File: src/rtl/reg_bank_reader.sv
// Read-side sequencer for a small register bank with an asynchronous read port.
// Walks a programmable address window and streams each captured word over valid/ready.
module reg_bank_reader #(
  parameter int DATA_W = 8,
  parameter int ADDR_W = 3
) (
  input  logic              clk,
  input  logic              reset_n,
  input  logic              start,
  input  logic [ADDR_W-1:0] start_addr,
  input  logic [ADDR_W:0]   count,
  input  logic              abort,
  output logic [ADDR_W-1:0] rd_addr,
  input  logic [DATA_W-1:0] rd_data,
  output logic              out_valid,
  input  logic              out_ready,
  output logic [DATA_W-1:0] out_data,
  output logic [ADDR_W-1:0] out_addr,
  output logic              out_last,
  output logic              busy,
  output logic              done
);

  typedef enum logic [1:0] {
    IDLE  = 2'd0,
    RUN   = 2'd1,
    DRAIN = 2'd2
  } state_t;

  state_t              state_q, state_d;
  logic [ADDR_W-1:0]   cur_addr_q, cur_addr_d;
  logic [ADDR_W:0]     remaining_q, remaining_d;
  logic                out_valid_q, out_valid_d;
  logic [DATA_W-1:0]   out_data_q, out_data_d;
  logic [ADDR_W-1:0]   out_addr_q, out_addr_d;
  logic                out_last_q, out_last_d;
  logic                busy_q, busy_d;
  logic                done_q, done_d;

  logic load;
  logic last_word;

  assign load      = !out_valid_q || out_ready;
  assign last_word = (remaining_q == (ADDR_W+1)'(1));

  always_comb begin
    state_d     = state_q;
    cur_addr_d  = cur_addr_q;
    remaining_d = remaining_q;
    out_valid_d = out_valid_q;
    out_data_d  = out_data_q;
    out_addr_d  = out_addr_q;
    out_last_d  = out_last_q;
    done_d      = 1'b0;

    case (state_q)
      IDLE: begin
        if (start) begin
          if (count != '0) begin
            cur_addr_d  = start_addr;
            remaining_d = count;
            state_d     = RUN;
          end else begin
            done_d = 1'b1;
          end
        end
      end
      RUN: begin
        if (abort) begin
          out_valid_d = 1'b0;
          out_last_d  = 1'b0;
          state_d     = IDLE;
        end else if (load) begin
          // rd_data is the bank's async read of cur_addr, so it is captured on this edge.
          out_data_d  = rd_data;
          out_addr_d  = cur_addr_q;
          out_valid_d = 1'b1;
          out_last_d  = last_word;
          cur_addr_d  = cur_addr_q + ADDR_W'(1);
          remaining_d = remaining_q - (ADDR_W+1)'(1);
          if (last_word) state_d = DRAIN;
        end
      end
      DRAIN: begin
        if (abort) begin
          out_valid_d = 1'b0;
          out_last_d  = 1'b0;
          state_d     = IDLE;
        end else if (out_valid_q && out_ready) begin
          out_valid_d = 1'b0;
          out_last_d  = 1'b0;
          done_d      = 1'b1;
          state_d     = IDLE;
        end
      end
      default: begin
        state_d = IDLE;
      end
    endcase

    busy_d = (state_d != IDLE);
  end

  always_ff @(posedge clk or negedge reset_n) begin
    if (!reset_n) begin
      state_q     <= IDLE;
      cur_addr_q  <= '0;
      remaining_q <= '0;
      out_valid_q <= 1'b0;
      out_data_q  <= '0;
      out_addr_q  <= '0;
      out_last_q  <= 1'b0;
      busy_q      <= 1'b0;
      done_q      <= 1'b0;
    end else begin
      state_q     <= state_d;
      cur_addr_q  <= cur_addr_d;
      remaining_q <= remaining_d;
      out_valid_q <= out_valid_d;
      out_data_q  <= out_data_d;
      out_addr_q  <= out_addr_d;
      out_last_q  <= out_last_d;
      busy_q      <= busy_d;
      done_q      <= done_d;
    end
  end

  assign rd_addr   = cur_addr_q;
  assign out_valid = out_valid_q;
  assign out_data  = out_data_q;
  assign out_addr  = out_addr_q;
  assign out_last  = out_last_q;
  assign busy      = busy_q;
  assign done      = done_q;

endmodule

File: config.mk
export PLATFORM = sky130hd
export DESIGN_NAME = reg_bank_reader
export DESIGN_NICKNAME = d
export VERILOG_FILES = /design/src/rtl/reg_bank_reader.sv
export SDC_FILE = /design/constraint.sdc
export NUM_CORES = 1
export LEC_CHECK = 0
export ABC_AREA = 1
export CAP_MARGIN = 20
export CORE_UTILIZATION = 23
export DETAILED_ROUTE_END_ITERATION = 10
export PLACE_DENSITY = 0.44
export SLEW_MARGIN = 10
export SYNTH_ARGS = -nofsm -noshare
export SYNTH_HDL_FRONTEND = slang
export SYNTH_SLANG_ARGS = --single-unit
export TNS_END_PERCENT = 30
File: constraint.sdc
create_clock -name clk -period 1.3 [get_ports clk]
set_input_delay 0.195 -clock clk [delete_from_list [all_inputs] [get_ports clk]]
set_output_delay 0.195 -clock clk [all_outputs]
set_load 0.03 [all_outputs]
### After elaboration in Yosys (flattened, before gate mapping)

Index checks and enable logic that the tools add are counted.

| word-level totals | value |
|---|---|
| register bits after elaboration | 24 |
| input bits | 20 |
| word-level logic and storage cells | 63 |

| cells by class | value |
|---|---|
| add/subtract/negate cells | 2 |
| equality and inequality tests | 9 |
| multiplexer cells | 31 |
| bitwise operators | 1 |
| reductions and logical operators | 11 |

Operators by type and width:

| cell | count |
|---|---|
| 4-bit two-way mux | 4 |
| 2-bit two-way mux | 7 |
| 3-bit two-way mux | 4 |
| 1-bit two-way mux | 10 |
| 2-bit inequality test, second input constant | 4 |
| 4-bit one-hot mux with 2 select lines | 1 |
| 3-bit inequality test, second input constant | 2 |
| 1-bit one-hot mux with 2 select lines | 3 |
| 2-bit one-hot mux with 3 select lines | 1 |
| 3-bit one-hot mux with 2 select lines | 1 |
| 3-bit AND reduction | 2 |
| 2-bit nonzero test | 3 |
| 5-bit AND reduction | 1 |
| 4-bit by 1-bit == test with 1-bit output, second input constant | 1 |
| 4-bit nonzero test | 1 |
| 4-bit by 1-bit subtractor with 4-bit output, second input constant | 1 |
| 3-bit by 1-bit adder with 3-bit output, second input constant | 1 |
| 2-bit by 1-bit == test with 1-bit output, second input constant | 1 |
| 2-bit == test, second input constant | 1 |
| 2-bit zero test | 1 |
| 1-bit logical AND | 1 |
| 1-bit zero test | 1 |
| 1-bit logical OR | 1 |
| 1-bit inverter | 1 |

### Depth between registers and ports, before layout

Gate-level depths: netlist of the first run.

| logic depth | value |
|---|---|
| depth after elaboration | 6 |
| mapped depth | 7 |

### Worst setup path after synthesis of the first run

No wires, ideal clock.

| timing | value |
|---|---|
| kind | reg2reg |
| from | reg cur_addr_q[0] (netlist: rd_addr[0]) |
| to | reg cur_addr_q[2] (netlist: rd_addr[2]) |
| arrival time | 1230 ps |
| slack | -47 ps |
| cell stages (with the launch flop) | 7 |
| buffers on the path | 0 |
| clock period less this slack | 1347 ps |
| cells stage by stage | dfrtp_1 -> ha_1 -> or2_2 -> nand3_1 -> nand2_1 -> nand2_1 -> nand2_1 |

| on the way | value |
|---|---|
| cells in the longest elaborated chain, start to end | 4 |

RTL lines:

| item | RTL line | source |
|---|---|---|
| start, declared | 31 | `logic [ADDR_W-1:0] cur_addr_q, cur_addr_d;` |
| start signal, assigned | 117 | `cur_addr_q <= cur_addr_d;` |
| 3-bit by 1-bit adder with 3-bit output | 79 | `cur_addr_d = cur_addr_q + ADDR_W'(1);` |
| 3-bit two-way mux | 73 | `end else if (load) begin` |
| 3-bit two-way mux | 69 | `if (abort) begin` |
| 3-bit one-hot mux with 2 select lines | 56 | `case (state_q)` |

No other way between the ends. The select of a mux whose other input is x is not followed.
A chain may end at the register's enable or synchronous reset.

### Worst setup path in the final report of the first run

| timing | value |
|---|---|
| from | reg remaining_q[0] |
| to | reg remaining_q[2] |

| on the way | value |
|---|---|
| cells in the longest elaborated chain, start to end | 4 |

RTL lines:

| item | RTL line | source |
|---|---|---|
| start, declared | 32 | `logic [ADDR_W:0] remaining_q, remaining_d;` |
| start signal, assigned | 118 | `remaining_q <= remaining_d;` |
| 4-bit by 1-bit subtractor with 4-bit output | 80 | `remaining_d = remaining_q - (ADDR_W+1)'(1);` |
| 4-bit two-way mux | 73 |  |
| 4-bit two-way mux | 69 |  |
| 4-bit one-hot mux with 2 select lines | 56 |  |

No other way between the ends. The select of a mux whose other input is x is not followed.

==> impl_metrics.csv, run 1 <==
group,metric,value,unit
run_status,status,"finished, final reports clean",
timing,setup_violations,0,
clock_tree,cts_max_path_buffers,2,
cells_and_area,stdcell_area,0.00183,sq mm
critical_path,max_stage_delay,0.40,ns
detailed_routing,vias_per_cell,4.03,
cells_and_area,antenna_cells,0,
power_and_ir_drop,finalPower,3.98,mW
timing,fin_crit,1.25,ns
yosys,yosysSeqAreaShare,0.483,
yosys,synthCells,155,
yosys,synth-seq-cells,24,
power_and_ir_drop,sw_frac_of_total,0.455,
critical_path,worstPathArrival,1.42,ns
die,die_w,75.5,um
critical_path,cp_top_family,"simple AND/OR/NAND/NOR gates",
cells_and_area,nets,229,
power_and_ir_drop,pwr-share-comb,0.544,
cells_and_area,drive_above_1_share,0.210,
timing,fin_skew,0.00584,ns
cells_and_area,register_area,606,sq um
timing,hold_viol,0,
global_routing,track_usage,0.108,
clock_tree,cts_buffers,3,
cells_and_area,multi_input_area,562,sq um
critical_path,worstSetupPathType,"flip-flop to flip-flop",
die,io-pin-count,38,
flow_run,maxCapViolCount,0,
timing,setup_tns,0,ns
yosys,post_synth_num_cell_types,19,
timing,report.final.slew_viol_count,0,
timing,clock.fmax,801,MHz
yosys,syn-mean-instance-area,8.02,sq um
placed_design,pre_cts_slack,-0.172,ns
critical_path,cp_num_buf_inv,1,
die,initial_utilization,0.240,
power_and_ir_drop,switchingPower,1.81,mW
critical_path,crit_fanout,3,
power_and_ir_drop,p_leak,0.953,nW
global_routing,grt_max_degree,25,
placed_design,place.gp.congestion,0.755,
global_routing,antenna_found_initial,0,
critical_path,r2r-start,"remaining_q[0]$_DFFE_PN0P_",
power_and_ir_drop,clkPwrFrac,0.131,
detailed_routing,drc,0,
die,core_area,0.00517,sq mm
yosys,synth_area,0.00124,sq mm
cells_and_area,stdcell_count,275,
clock_tree,clkLatencyLatePin,0.27,ns
critical_path,worstPathRequired,1.47,ns
placed_design,hpwlAfterDp,2130,um
global_routing,grt_pass1_wl,4600,um
detailed_routing,vias,1107,
global_routing,grt_pass1_vias,946,
critical_path,r2r_slack,0.05,ns
die,die_h,75.5,um
clock_tree,cts_root_buffer,"clkbuf_8",
die,die-area,0.00571,sq mm
timing,fin_crit_sh,0.960,
clock_tree,cts.sinks,24,
clock_tree,tritoncts,"built",
detailed_routing,ant_nets,0,
critical_path,startpoint_type,"flip-flop",
critical_path,slowest_stage,"dfrtp_1",
critical_path,setup.worst_path.end_class,"flip-flop",
power_and_ir_drop,power_density,2180,mW/mm^2
clock_tree,path_clk_slew,0.09,ns
hold_path,hp-class,"input port to asynchronous set/reset pin",
critical_path,path_cells,"inv_2 > ha_1 > or2_2 > nand3_1 > nand2_1 > nand2_1 > nand2_1",
power_and_ir_drop,peakVddDrop,0.000870,V
yosys,syn_nets,178,
placed_design,placed_cell_area,0.00176,sq mm
yosys,synth_warnings,0,
placed_design,portBuffers,37,
critical_path,cp_common_cell,"nand2_1",
die,rows,26,
cells_and_area,fill_cells,549,
power_and_ir_drop,p_seq_frac,0.325,
clock_tree,htree_levels,1,
critical_path,r2r_end,"remaining_q[2]$_DFFE_PN0P_",
cells_and_area,area_growth,47.0,%
detailed_routing,wl_per_cell,10.4,um
detailed_routing,drt-initial-drc-count,45,
critical_path,reg2reg_depth,7,
power_and_ir_drop,internal-power,2.17,mW
global_routing,grt.overflow.total,0,
placed_design,dp_cells,270,
detailed_routing,routed_wl,2850,um
timing,tightest_slew,0.325,ns
timing,rsz0062_at_grt,"false",
timing,worst_slack,0.0517,ns
detailed_routing,first_pass_iters,4,
timing,slew_headroom,0.783,
## cells by family after synthesis
family                   count (synthesis)  synth area share
AO/OA/AOI/OAI                           19             0.116
flip-flops                              24             0.483
AND/OR/NAND/NOR                         84             0.292
buffers and inverters                   25            0.0795
adder cells (fa/ha/maj)                  3            0.0302
## registers in the layout (all words and copies together), names as in the netlist
name / count
busy: 1
done: 1
out_valid: 1
remaining_q: 4
rd_addr: 3
out_last: 1
state_q: 2
out_addr: 3
out_data: 8
## stage by stage
stage / util / hold WS (ns)
detailed placement: 0.340 / 0.476
finish: 0.353 / 0.290
global placement: 0.340 / 0.472
floorplan: - / -0.101
CTS: 0.349 / 0.306
global route: 0.353 / 0.315
## final cells by class
class                      count  share of cell area
sequential                    24               0.331
multi-input combinational    106               0.307
timing repair buffer          48               0.236
tap                           70              0.0479
inverter                      23              0.0472
clock buffer                   4              0.0301
## synthesized netlist by cell type, drive strengths merged
cell type	count	area share
nand2	61	0.19
dfrtp	24	0.48
inv	23	0.069
o21ai	17	0.096
nor2	11	0.043
nand3	10	0.050
ha	3	0.030
buf	2	0.010
or2	2	0.010
a21oi	1	0.013
o32ai	1	0.0070
## power by group through the flow
| stage | Sequential [mW] | Combinational, mW | Clock [mW] |
|---|---|---|---|
| floorplan | 1.77 | 0.929 | 0 |
| global placement | 1.30 | 2.23 | 0 |
| detailed placement | 1.31 | 2.26 | 0 |
| CTS | 1.29 | 2.14 | 0.542 |
| global route | 1.35 | 2.41 | 0.572 |
| finish | 1.29 | 2.17 | 0.520 |
## cell usage in the layout (no fill, tap or decap)
master           count
ha_1                 2
clkdlybuf4s15_1      1
nand2_1             59
nand2_4              1
dfrtp_1             20
clkbuf_8             4
nor2_4               3
nand2_2              1
ha_2                 1
nand3_4              1
buf_4               13
a21oi_4              1
dlygate4sd2_1       14
inv_2                2
buf_6                1
o21ai_2              9
o21ai_1              5
clkdlybuf4s50_1     19
or2_2                2
nor2_1               8
nand3_1              9
o21ai_0              3
inv_1               21
o32ai_1              1
dfrtp_2              4
## how the worst max path moves through the flow
stage,depth (start not counted),startpoint,endpoint,slack (ns)
after detailed placement,8,count[1],remaining_q[1]$_DFFE_PN0P_,-0.17
after global placement,8,count[1],remaining_q[1]$_DFFE_PN0P_,-0.16
after CTS,7,remaining_q[0]$_DFFE_PN0P_,remaining_q[2]$_DFFE_PN0P_,0.007
after floorplan,6,rd_addr[0]$_DFFE_PN0P_,rd_addr[2]$_DFFE_PN0P_,0.01
final,7,remaining_q[0]$_DFFE_PN0P_,remaining_q[2]$_DFFE_PN0P_,0.05
after global routing,7,remaining_q[0]$_DFFE_PN0P_,remaining_q[2]$_DFFE_PN0P_,0.002
## timing repair
action                                  in CTS  in global routing
endpoints found under the setup margin      22                 19
hold buffers                                 0                  0
pin swaps                                    0                  2
setup buffers                                0                  1
resized for setup                           18                  6
## per-layer routing
layer	global-route usage	routed length (um)	part of all wire
met1	0.155	1370	0.48
met2	0.166	1380	0.48
met3	0.0159	81	0.028
met4	0.0370	27	0.0095
met5	0	0	0
Power figures use the tool's default switching activity.
==> run 2, diff against run 1 <==
CORE_MARGIN = 4   (was default)
CTS_CLUSTER_SIZE = 20   (was default)
==> impl_metrics.csv, run 2 (synthesis gave the netlist of run 1 again) <==
group,metric,value,unit
run_status,status,"finished, final reports clean",
critical_path,r2r-start,"remaining_q[0]$_DFFE_PN0P_",
clock_tree,tritoncts,"built",
timing,fin_crit,1.24,ns
detailed_routing,drc,0,
clock_tree,cts_root_buffer,"clkbuf_8",
die,die_w,81.5,um
global_routing,use_met3,0.0230,
critical_path,worstPathRequired,1.11,ns
global_routing,met2_usage,0.160,
critical_path,cp_top_family,"flip-flops",
critical_path,reg2reg_depth,7,
critical_path,cp_num_buf_inv,1,
power_and_ir_drop,switchingPower,1.80,mW
timing,report.final.slew_viol_count,0,
global_routing,antenna_found_initial,0,
cells_and_area,stdcell_area,0.00185,sq mm
timing,fin_skew,0.00366,ns
global_routing,track_usage,0.0925,
die,die_h,81.5,um
global_routing,grt_pass1_wl,4810,um
critical_path,r2r_end,"remaining_q[2]$_DFFE_PN0P_",
cells_and_area,drive_above_1_share,0.217,
cells_and_area,layout_commonest_cell,"nand2_1",
timing,worst_slack,0.0641,ns
critical_path,worstSetupPathType,"flip-flop to output port",
critical_path,setup.worst_path.end_class,"output port",
cells_and_area,stdcell_count,277,
cells_and_area,nets,231,
critical_path,crit_fanout,4,
placed_design,place.gp.congestion,0.788,
die,core_area,0.00517,sq mm
die,die-area,0.00665,sq mm
power_and_ir_drop,peakVddDrop,0.00101,V
detailed_routing,wl_per_cell,10.4,um
global_routing,grt_busiest_layer,"met2",
global_routing,grt_max_degree,25,
cells_and_area,final_cell_mix,"59 x nand2_1, 21 x dfrtp_1, 20 x inv_1, 19 x clkdlybuf4s50_1",
power_and_ir_drop,finalPower,3.98,mW
detailed_routing,vias,1115,
critical_path,cp.depth,1,
hold_path,hp-class,"input port to asynchronous set/reset pin",
critical_path,path_cells,"clkdlybuf4s15_1",
critical_path,startpoint,"out_valid$_DFFE_PN0P_",
die,io-pin-count,38,
power_and_ir_drop,p_leak,0.961,nW
timing,holdWs,0.286,ns
timing,tightest_slew,0.331,ns
global_routing,grt.overflow.total,0,
detailed_routing,routed_wl,2880,um
clock_tree,cts_max_path_buffers,2,
critical_path,slowest_stage,"dfrtp_1",
clock_tree,cts.sinks,24,
critical_path,crit_end,"out_valid",
timing,hold_viol,0,
cells_and_area,antenna_cells,0,
timing,fin_crit_sh,0.951,
timing,setup_violations,0,
detailed_routing,first_pass_iters,4,
power_and_ir_drop,internal-power,2.18,mW
clock_tree,path_clk_slew,0.08,ns
power_and_ir_drop,clkPwrFrac,0.111,
power_and_ir_drop,power_density,2150,mW/mm^2
timing,clock.fmax,809,MHz
detailed_routing,vias_per_cell,4.03,
die,initial_utilization,0.240,
placed_design,portBuffers,37,
clock_tree,postCtsHoldBufs,0,
clock_tree,htree_levels,1,
timing,setup_tns,0,ns
clock_tree,clkLatencyLatePin,0.26,ns
timing,slew_headroom,0.780,
power_and_ir_drop,sw_frac_of_total,0.452,
die,rows,26,
critical_path,r2r_slack,0.07,ns
placed_design,placed_cell_area,0.00177,sq mm
cells_and_area,final_util,0.357,
flow_run,maxCapViolCount,0,
power_and_ir_drop,p_seq_frac,0.323,
detailed_routing,ant_nets,0,
cells_and_area,largest_reg_flops,8,
critical_path,worstPathArrival,1.04,ns
critical_path,max_stage_delay,0.40,ns
global_routing,grt_pass1_vias,1060,
clock_tree,cts_buffers,3,
placed_design,hpwlAfterDp,2310,um
power_and_ir_drop,pwr-share-comb,0.566,
placed_design,dp_cells,270,
cells_and_area,fill_cells,543,
placed_design,pre_cts_slack,-0.170,ns
global_routing,grt_use_met1,0.115,
critical_path,startpoint_type,"flip-flop",
detailed_routing,drt-initial-drc-count,35,
cells_and_area,area_growth,48.5,%
==> run 2: per-layer routing <==
| metal | wire length, um | part of all wire | vias up |
|---|---|---|---|
| li1 | - | - | 580 |
| met1 | 1260 | 0.44 | 510 |
| met2 | 1470 | 0.51 | 23 |
| met3 | 127 | 0.044 | 2 |
| met4 | 28 | 0.0097 | 0 |
| met5 | 0 | 0 | - |
==> run 2: repair_timing <==
item / 4_1_cts / 5_1_grt
setup endpoints to repair: 22 / 14
setup buffers: 0 / 3
gates resized for setup: 19 / 6
cloned: 0 / 0
endpoints found under the hold margin: 0 / 0
pin swaps: 0 / 3
==> run 2: power by group through the flow <==
stage | registers [mW] | clock network (mW) | logic (mW)
floorplan | 1.77 | 0 | 0.929
global placement | 1.30 | 0 | 2.29
detailed placement | 1.31 | 0 | 2.32
CTS | 1.29 | 0.480 | 2.21
global route | 1.32 | 0.513 | 2.52
finish | 1.28 | 0.442 | 2.25
==> run 2: final cells by class <==
class / count / area [sq um] / share of cell area
multi-input combinational: 106 / 564 / 0.306
clock buffer: 4 / 45.0 / 0.0244
inverter: 23 / 86.3 / 0.0467
sequential: 24 / 604 / 0.327
timing repair buffer: 50 / 459 / 0.249
tap: 70 / 87.6 / 0.0474
==> run 2: worst min path at each step <==
stage	startpoint	to	slack, ns	depth (start not counted)
after floorplan	reset_n	busy$_DFF_PN0_	-0.10	0
final	reset_n	out_data[6]$_DFFE_PN0P_	0.29	2
after global routing	reset_n	out_data[6]$_DFFE_PN0P_	0.33	2
after global placement	out_data[2]$_DFFE_PN0P_	out_data[2]$_DFFE_PN0P_	0.47	2
after detailed placement	out_last$_DFFE_PN0P_	out_last$_DFFE_PN0P_	0.47	2
after CTS	reset_n	out_data[6]$_DFFE_PN0P_	0.30	2
==> run 3, diff against run 2 <==
DONT_BUFFER_PORTS = 1   (was default)
PLACE_DENSITY = 0.34   (was 0.44)
SKIP_LAST_GASP = 1   (was default)
==> impl_metrics.csv, run 3 (synthesis gave the netlist of run 1 again) <==
group,metric,value,unit
run_status,status,"finished, final reports clean",
power_and_ir_drop,pwr-share-comb,0.384,
power_and_ir_drop,finalPower,3.82,mW
hold_path,hp-class,"input port to flip-flop",
global_routing,track_usage,0.0959,
critical_path,reg2reg_depth,7,
timing,worst_slack,0.0554,ns
clock_tree,cts_max_path_buffers,2,
clock_tree,cts_root_buffer,"clkbuf_8",
die,core_area,0.00517,sq mm
clock_tree,path_clk_slew,0.09,ns
global_routing,antenna_found_initial,0,
power_and_ir_drop,p_seq_frac,0.441,
critical_path,worstSetupPathType,"flip-flop to flip-flop",
cells_and_area,drive_above_1_share,0.231,
critical_path,crit_end,"remaining_q[2]$_DFFE_PN0P_",
die,die_w,81.5,um
cells_and_area,antenna_cells,0,
critical_path,r2r-start,"remaining_q[0]$_DFFE_PN0P_",
critical_path,r2r_slack,0.06,ns
clock_tree,cts_buffers,3,
cells_and_area,nets,193,
global_routing,grt_pass1_vias,978,
power_and_ir_drop,peakVddDrop,0.000798,V
timing,fin_crit,1.24,ns
critical_path,startpoint,"remaining_q[0]$_DFFE_PN0P_",
detailed_routing,routed_wl,2900,um
critical_path,worstPathRequired,1.47,ns
flow_run,maxCapViolCount,0,
cells_and_area,final_cell_mix,"59 x nand2_1, 21 x inv_1, 21 x dfrtp_1, 10 x buf_4",
clock_tree,cts.sinks,24,
timing,slew_headroom,0.786,
die,initial_utilization,0.240,
cells_and_area,largest_reg_flops,8,
detailed_routing,vias,978,
cells_and_area,fill_cells,549,
power_and_ir_drop,sw_frac_of_total,0.463,
detailed_routing,drt-initial-drc-count,57,
die,die_h,81.5,um
timing,hold_viol,0,
cells_and_area,area_growth,21.5,%
detailed_routing,wl_per_cell,12.1,um
clock_tree,clkLatencyLatePin,0.27,ns
detailed_routing,highest_layer,"met4",
detailed_routing,vias_per_cell,4.09,
detailed_routing,route.met3.wl,245,um
cells_and_area,layout_commonest_cell,"nand2_1",
placed_design,hpwlAfterDp,2220,um
clock_tree,htree_levels,1,
global_routing,grt.overflow.total,0,
global_routing,grt_max_degree,25,
critical_path,crit_fanout,3,
critical_path,setup.worst_path.end_class,"flip-flop",
detailed_routing,wl_met1,1240,um
timing,rsz0062_at_grt,"true",
power_and_ir_drop,p_leak,0.787,nW
power_and_ir_drop,clkPwrFrac,0.175,
detailed_routing,first_pass_iters,4,
power_and_ir_drop,internal-power,2.05,mW
timing,tightest_slew,0.321,ns
detailed_routing,route.met2.wl,1400,um
critical_path,startpoint_type,"flip-flop",
die,rows,26,
timing,setup_tns,0,ns
detailed_routing,drc,0,
die,io-pin-count,38,
placed_design,place.gp.congestion,0.687,
clock_tree,tritoncts,"built",
critical_path,r2r_end,"remaining_q[2]$_DFFE_PN0P_",
timing,report.final.slew_viol_count,0,
timing,clock.fmax,803,MHz
global_routing,grt_pass1_wl,4840,um
die,die-area,0.00665,sq mm
timing,setup_violations,0,
power_and_ir_drop,switchingPower,1.77,mW
timing,fin_skew,0.00117,ns
timing,fin_crit_sh,0.957,
detailed_routing,ant_nets,0,
power_and_ir_drop,power_density,2530,mW/mm^2
critical_path,worstPathArrival,1.41,ns
placed_design,portBuffers,0,
placed_design,pre_cts_slack,0.0140,ns
-- run 3: changes by cell type in the layout (fill, tap and decap cells not counted), moves of 2 or more --
| cell | delta |
|---|---|
| nor2_2 | +2 |
| ha_2 | -2 |
| clkdlybuf4s50_1 | -19 |
| buf_4 | -4 |
| dlygate4sd2_1 | -14 |
| ha_1 | +2 |
-- run 3: worst min-delay path by stage --
stage                    start                          to  slack (ns)  cells past startpoint
floorplan              reset_n              busy$_DFF_PN0_       -0.10                      0
global placement       reset_n  remaining_q[1]$_DFFE_PN0P_        -0.1                      0
detailed placement     reset_n  remaining_q[1]$_DFFE_PN0P_        -0.1                      0
CTS                 rd_data[0]     out_data[0]$_DFFE_PN0P_        0.03                      2
global route             abort              done$_DFF_PN0_        0.03                      1
finish              rd_data[0]     out_data[0]$_DFFE_PN0P_        0.04                      2
-- run 3: worst max-delay path: stages, from the launching register on --
cell and delay, ns:
dfrtp_1 0.40, inv_2 0.06, ha_1 0.20, or2_2 0.27
nand3_1 0.06, nand2_1 0.05, nand2_1 0.06, nand2_1 0.05
-- run 3: power by group through the flow --
| stage | clock network, mW | logic, mW | registers (mW) |
|---|---|---|---|
| floorplan | 0 | 0.929 | 1.77 |
| global placement | 0 | 1.40 | 1.70 |
| detailed placement | 0 | 1.42 | 1.70 |
| CTS | 0.702 | 1.46 | 1.69 |
| global route | 0.734 | 1.69 | 1.73 |
| finish | 0.668 | 1.47 | 1.68 |
-- run 3: final cells by class --
cell class | count | area, sq um | area share
inverter | 23 | 86.3 | 0.0571
clock buffer | 3 | 41.3 | 0.0273
timing repair buffer | 12 | 105 | 0.0695
sequential | 24 | 604 | 0.400
clock inverter | 1 | 30.0 | 0.0199
tap | 70 | 87.6 | 0.0579
multi-input combinational | 106 | 557 | 0.368
-- run 3: what timing repair did --
item	in CTS	in global routing
hold endpoints to repair	24	0
setup endpoints to repair	2	8
cloned	0	0
pin swaps	1	1
gates resized for setup	0	5
hold buffers	2	0
buffers inserted	0	1
-- run 3: metal layers --
layer | up-vias | global-route usage
met3 | 2 | 0.0384
met4 | 0 | 0.0203
met5 | - | 0
met2 | 31 | 0.152
met1 | 441 | 0.123
li1 | 504 | -
-- run 3: through the flow --
| step | hold slack [ns] | cells | cell area (sq um) | util |
|---|---|---|---|---|
| floorplan | -0.101 | 155 | 1250 | - |
| global placement | -0.0993 | 232 | 1390 | 0.269 |
| detailed placement | -0.0993 | 232 | 1390 | 0.269 |
| CTS | 0.0318 | 238 | 1490 | 0.288 |
| global route | 0.0324 | 239 | 1510 | 0.292 |
| finish | 0.0450 | 239 | 1510 | 0.292 |
==> variant 1, RTL diff (flow settings as in run 2) <==
Reset style: synchronous (`reset_n`), changed in one clocked block. Comments in the files are not updated.
--- a/src/rtl/reg_bank_reader.sv
+++ b/src/rtl/reg_bank_reader.sv
@@ -101,7 +101,7 @@
     busy_d = (state_d != IDLE);
   end
 
-  always_ff @(posedge clk or negedge reset_n) begin
+  always_ff @(posedge clk) begin
     if (!reset_n) begin
       state_q     <= IDLE;
       cur_addr_q  <= '0;
Behaviour: differs if reset_n is asserted again (counterexample within 4 cycles, from zero or initial values and one cycle with reset_n low); with reset_n held inactive, the same outputs for 10 cycles.
==> variant 1 against run 2 <==
- die area decreased by 8.6%
- worst setup slack got worse by 0.0064 ns
- wire length increased by 8.6%
- count of clock-buffer cells in the layout decreased by 1
- sequential cell count unchanged
- synthesized cell count increased by 3.2%
- sequential share of layout area decreased by 5.7 points
- critical path depth increased by 5
- fmax decreased by 0.51%
- cell area decreased by 2.9%
- core utilization increased by 2.3 points
- area after synthesis decreased by 9.5%
- largest cell class is now multi-input gates
Power is not compared: it rests on default switching activity, and its combinational part moved more than twofold at a synthesized area within 25%.
==> variant 1: results <==
export IMPL_met3_length_um=191
export IMPL_post_place_ws_ns=-0.263
export IMPL_grt_total_usage=0.106
export IMPL_grt_pass1_wl_um=5220
export IMPL_outcome="finished, final reports clean"
export IMPL_drt_initial_drc_count=44
export IMPL_cts_buffer_depth=2
export IMPL_yosysUniqueCellTypes=21
export IMPL_ctsRootBufferMaster="clkbuf_8"
export IMPL_yosysSeqAreaShare=0.427
export IMPL_cts_htree_levels=1
export IMPL_hpwl_um=2350
export IMPL_met2_length_um=1590
export IMPL_worstPathArrival_ns=1.46
export IMPL_post_cts_setup_buffers=0
export IMPL_r2r_start="state_q[0]"
export IMPL_avgViaCountPerCell=4.17
export IMPL_holdCritPathClass="reg2reg"
export IMPL_drive_above_1_share=0.205
export IMPL_grt_max_degree=15
export IMPL_ctsResizeCount=16
export IMPL_nFillCells=520
export IMPL_placed_area_mm2=0.00167
export IMPL_finClkSkew_ns=0.0120
export IMPL_cpMaxStageDelayCell="dfxtp_2"
export IMPL_first_global_vias=1165
export IMPL_clkLatencyLatePin_ns=0.27
export IMPL_crit_family="compound AO/OA/AOI/OAI gates"
export IMPL_dp_cells=275
export IMPL_utilization=0.380
export IMPL_hp_start="out_last"
export IMPL_synth_nets=183
export IMPL_wl_um=3130
export IMPL_fin_nets=239
export IMPL_synth_area_top_cells="dfxtp_1 (43%), nor2_1 (13%), nand2_1 (11%)"
export IMPL_clk_pin_slew_ns=0.10
export IMPL_relSlewSlack=0.789
export IMPL_cts_buffers=3
export IMPL_critical_path_max_fanout=7
export IMPL_syn_avg_cell_area_um2=7.04
export IMPL_async_flop_share=0
export IMPL_crit_path_start="state_q[0]"
export IMPL_gp_congestion=0.836
export IMPL_met1_length_um=1330
export IMPL_crit_path_max_incr_delay_ns=0.35
export IMPL_synth_commonest_cells="nor2_1 (38), nand2_1 (34), dfxtp_1 (24), o21ai_0 (21), inv_1 (11)"
export IMPL_worstRegToRegCells=6
export IMPL_top_layer_used="met4"
export IMPL_wl_per_cell_um=11.1
variant 1: changes by cell type in the layout (fill, tap and decap cells not counted), moves of 3 or more:
cell	change
inv_1	-9
buf_4	+5
dfrtp_2	-3
o21ai_2	-8
nand2_1	-29
o21ai_0	+13
a21oi_1	+6
nor2_1	+29
dfrtp_1	-21
dfxtp_2	+3
dfxtp_1	+21
variant 1: final timing paths:
path                         end  slack (ns)
setup / recovery  remaining_q[2]        0.06
hold / removal          out_last        0.46
setup reg to reg  remaining_q[2]        0.06
hold reg to reg         out_last        0.46
variant 1: logic make-up after synthesis:
| group | Yosys count | share of synthesized area |
|---|---|---|
| AO/OA/AOI/OAI | 30 | 0.146 |
| adder cells (fa/ha/maj) | 3 | 0.0333 |
| buffers and inverters | 16 | 0.0578 |
| flip-flops | 24 | 0.427 |
| AND/OR/NAND/NOR | 87 | 0.337 |
variant 1: metal layers:
| layer | track usage | up-vias |
|---|---|---|
| met4 | 0.0315 | 0 |
| met1 | 0.126 | 521 |
| met2 | 0.186 | 32 |
| li1 | - | 620 |
| met3 | 0.0302 | 2 |
| met5 | 0 | - |
variant 1: power groups by stage:
stage | logic (W) | clock network [W] | registers (W)
detailed placement | 0.000515 | 0 | 0.000850
CTS | 0.000498 | 0.000692 | 0.000831
floorplan | 0.000213 | 0 | 0.000918
global route | 0.000593 | 0.000721 | 0.000844
global placement | 0.000513 | 0 | 0.000847
finish | 0.000531 | 0.000661 | 0.000834
variant 1: cell type report:
cell class	count	share of cell area
clock buffers	3	0.0230
well taps	67	0.0468
repair buffers	54	0.270
inverters	13	0.0286
multi-input cells	120	0.345
flip-flops and latches	24	0.270
clock inverters	1	0.0167
==> variant 2, RTL diff (settings of run 2) <==
Without the edit above. Set the parameter `DATA_W` to 6 (it was 8).
--- a/src/rtl/reg_bank_reader.sv
+++ b/src/rtl/reg_bank_reader.sv
@@ -1,7 +1,7 @@
 // Read-side sequencer for a small register bank with an asynchronous read port.
 // Walks a programmable address window and streams each captured word over valid/ready.
 module reg_bank_reader #(
-  parameter int DATA_W = 8,
+  parameter int DATA_W = 6,
   parameter int ADDR_W = 3
 ) (
   input  logic              clk,
Ports: changed (resized out_data and rd_data); port bits go from 38 to 34. No check against the original RTL was run, so the function may have changed too.
==> variant 2 against run 2 <==
- non-clock buffer count down 3
- power down 5.7%
- worst setup slack worse by 0.022 ns
- sequential cell count down 2
- combinational power down 7%
- area after synthesis down 9.1%
- wire length up 1.5%
- cell area down 6.3%
- critical path type unchanged
- critical endpoint is now rd_addr[1]
- largest cell class is now multi-input gates
==> variant 2: results <==
export IMPL_outcome="finished, final reports clean"
export IMPL_synth_commonest_cells="nand2_1 (67), dfrtp_1 (22), nand3_1 (18), inv_1 (10), nor2_1 (7)"
export IMPL_placed_area_mm2=0.00162
export IMPL_synthAdderAreaFrac=0.0332
export IMPL_synth_area_top_cells="dfrtp_1 (49%), nand2_1 (22%), nand3_1 (8.0%)"
export IMPL_grt_pass1_wl_um=4840
export IMPL_grt_max_degree=23
export IMPL_worstRegToRegCells=6
export IMPL_wl_um=2920
export IMPL_drive_above_1_share=0.237
export IMPL_worstPathArrival_ns=1.06
export IMPL_synth_compound_area_frac=0.0442
export IMPL_drt_initial_drc_count=42
export IMPL_hpwl_um=2230
export IMPL_gp_congestion=0.720
export IMPL_post_place_ws_ns=-0.199
export IMPL_port_buffers=33
export IMPL_largest_register_ffs=6
export IMPL_crit_family="buffers and inverters"
export IMPL_cpMaxStageDelayCell="dlygate4sd2_1"
export IMPL_synth_nets=167
export IMPL_met1_usage=0.122
export IMPL_tightestPinTransition_ns=0.307
export IMPL_cts_buffers=3
export IMPL_ctsResizeCount=13
export IMPL_first_global_vias=1044
export IMPL_grtUsageMet2=0.169
export IMPL_p_leak_nw=0.888
export IMPL_finClkSkew_ns=0.00243
export IMPL_avgViaCountPerCell=4.18
export IMPL_peakVddDrop_mv=0.526
==> variant 2: cell count changes after synthesis, moves of 2 or more <==
cell     delta
inv_1      -12
o21ai_1     -4
dfrtp_1     -2
nand3_1     +9
o21ai_2     -9
nand2_1     +8
nor2_2      -2
==> variant 2: final timing paths <==
kind | startpoint | endpoint | slack [ns]
worst max-delay path | rd_addr[1] | rd_addr[1] | 0.04
worst min-delay path | reset_n | out_data[2] | 0.27
worst max register to register | rd_addr[1] | rd_addr[2] | 0.06
worst min register to register | out_last | out_last | 0.48
max in group asynchronous | reset_n | rd_addr[0] | 0.78
min in group clk | out_last | out_last | 0.48
==> variant 2: where the power goes <==
| part | leakage (nW) | internal [W] | switching (W) |
|---|---|---|---|
| registers | 0.272 | 0.000981 | 0.000236 |
| clock network | 0.0228 | 0.000219 | 0.000220 |
| logic | 0.593 | 0.000837 | 0.00126 |
==> variant 2: final cells by class <==
| cell class | count | area (um^2) | area share |
|---|---|---|---|
| clock buffer | 4 | 45.0 | 0.0260 |
| inverter | 11 | 41.3 | 0.0239 |
| multi-input combinational | 110 | 582 | 0.336 |
| sequential | 22 | 556 | 0.321 |
| tap | 67 | 83.8 | 0.0484 |
| timing repair buffer | 47 | 423 | 0.244 |
==> variant 2: kinds of logic (layout without fill, tap and decap cells) <==
logic type	Yosys count	count (layout)
fa+ha+maj	3	3
compound gates	8	8
simple gates	99	99
flops	22	22
buf+inv	14	62
==> variant 2: metal layers <==
layer / up-vias / share of wire
met4: 0 / 0.0092
met1: 507 / 0.44
met3: 3 / 0.053
met2: 28 / 0.50
li1: 554 / -
met5: - / 0
==> variant 2: through the flow <==
step           setup TNS, ns  std cells
6_report                   0        261
5_1_grt              -0.0116        261
4_1_cts             -0.00868        259
3_5_place_dp           -1.92        255
3_3_place_gp           -1.76        255
2_1_floorplan              0        146
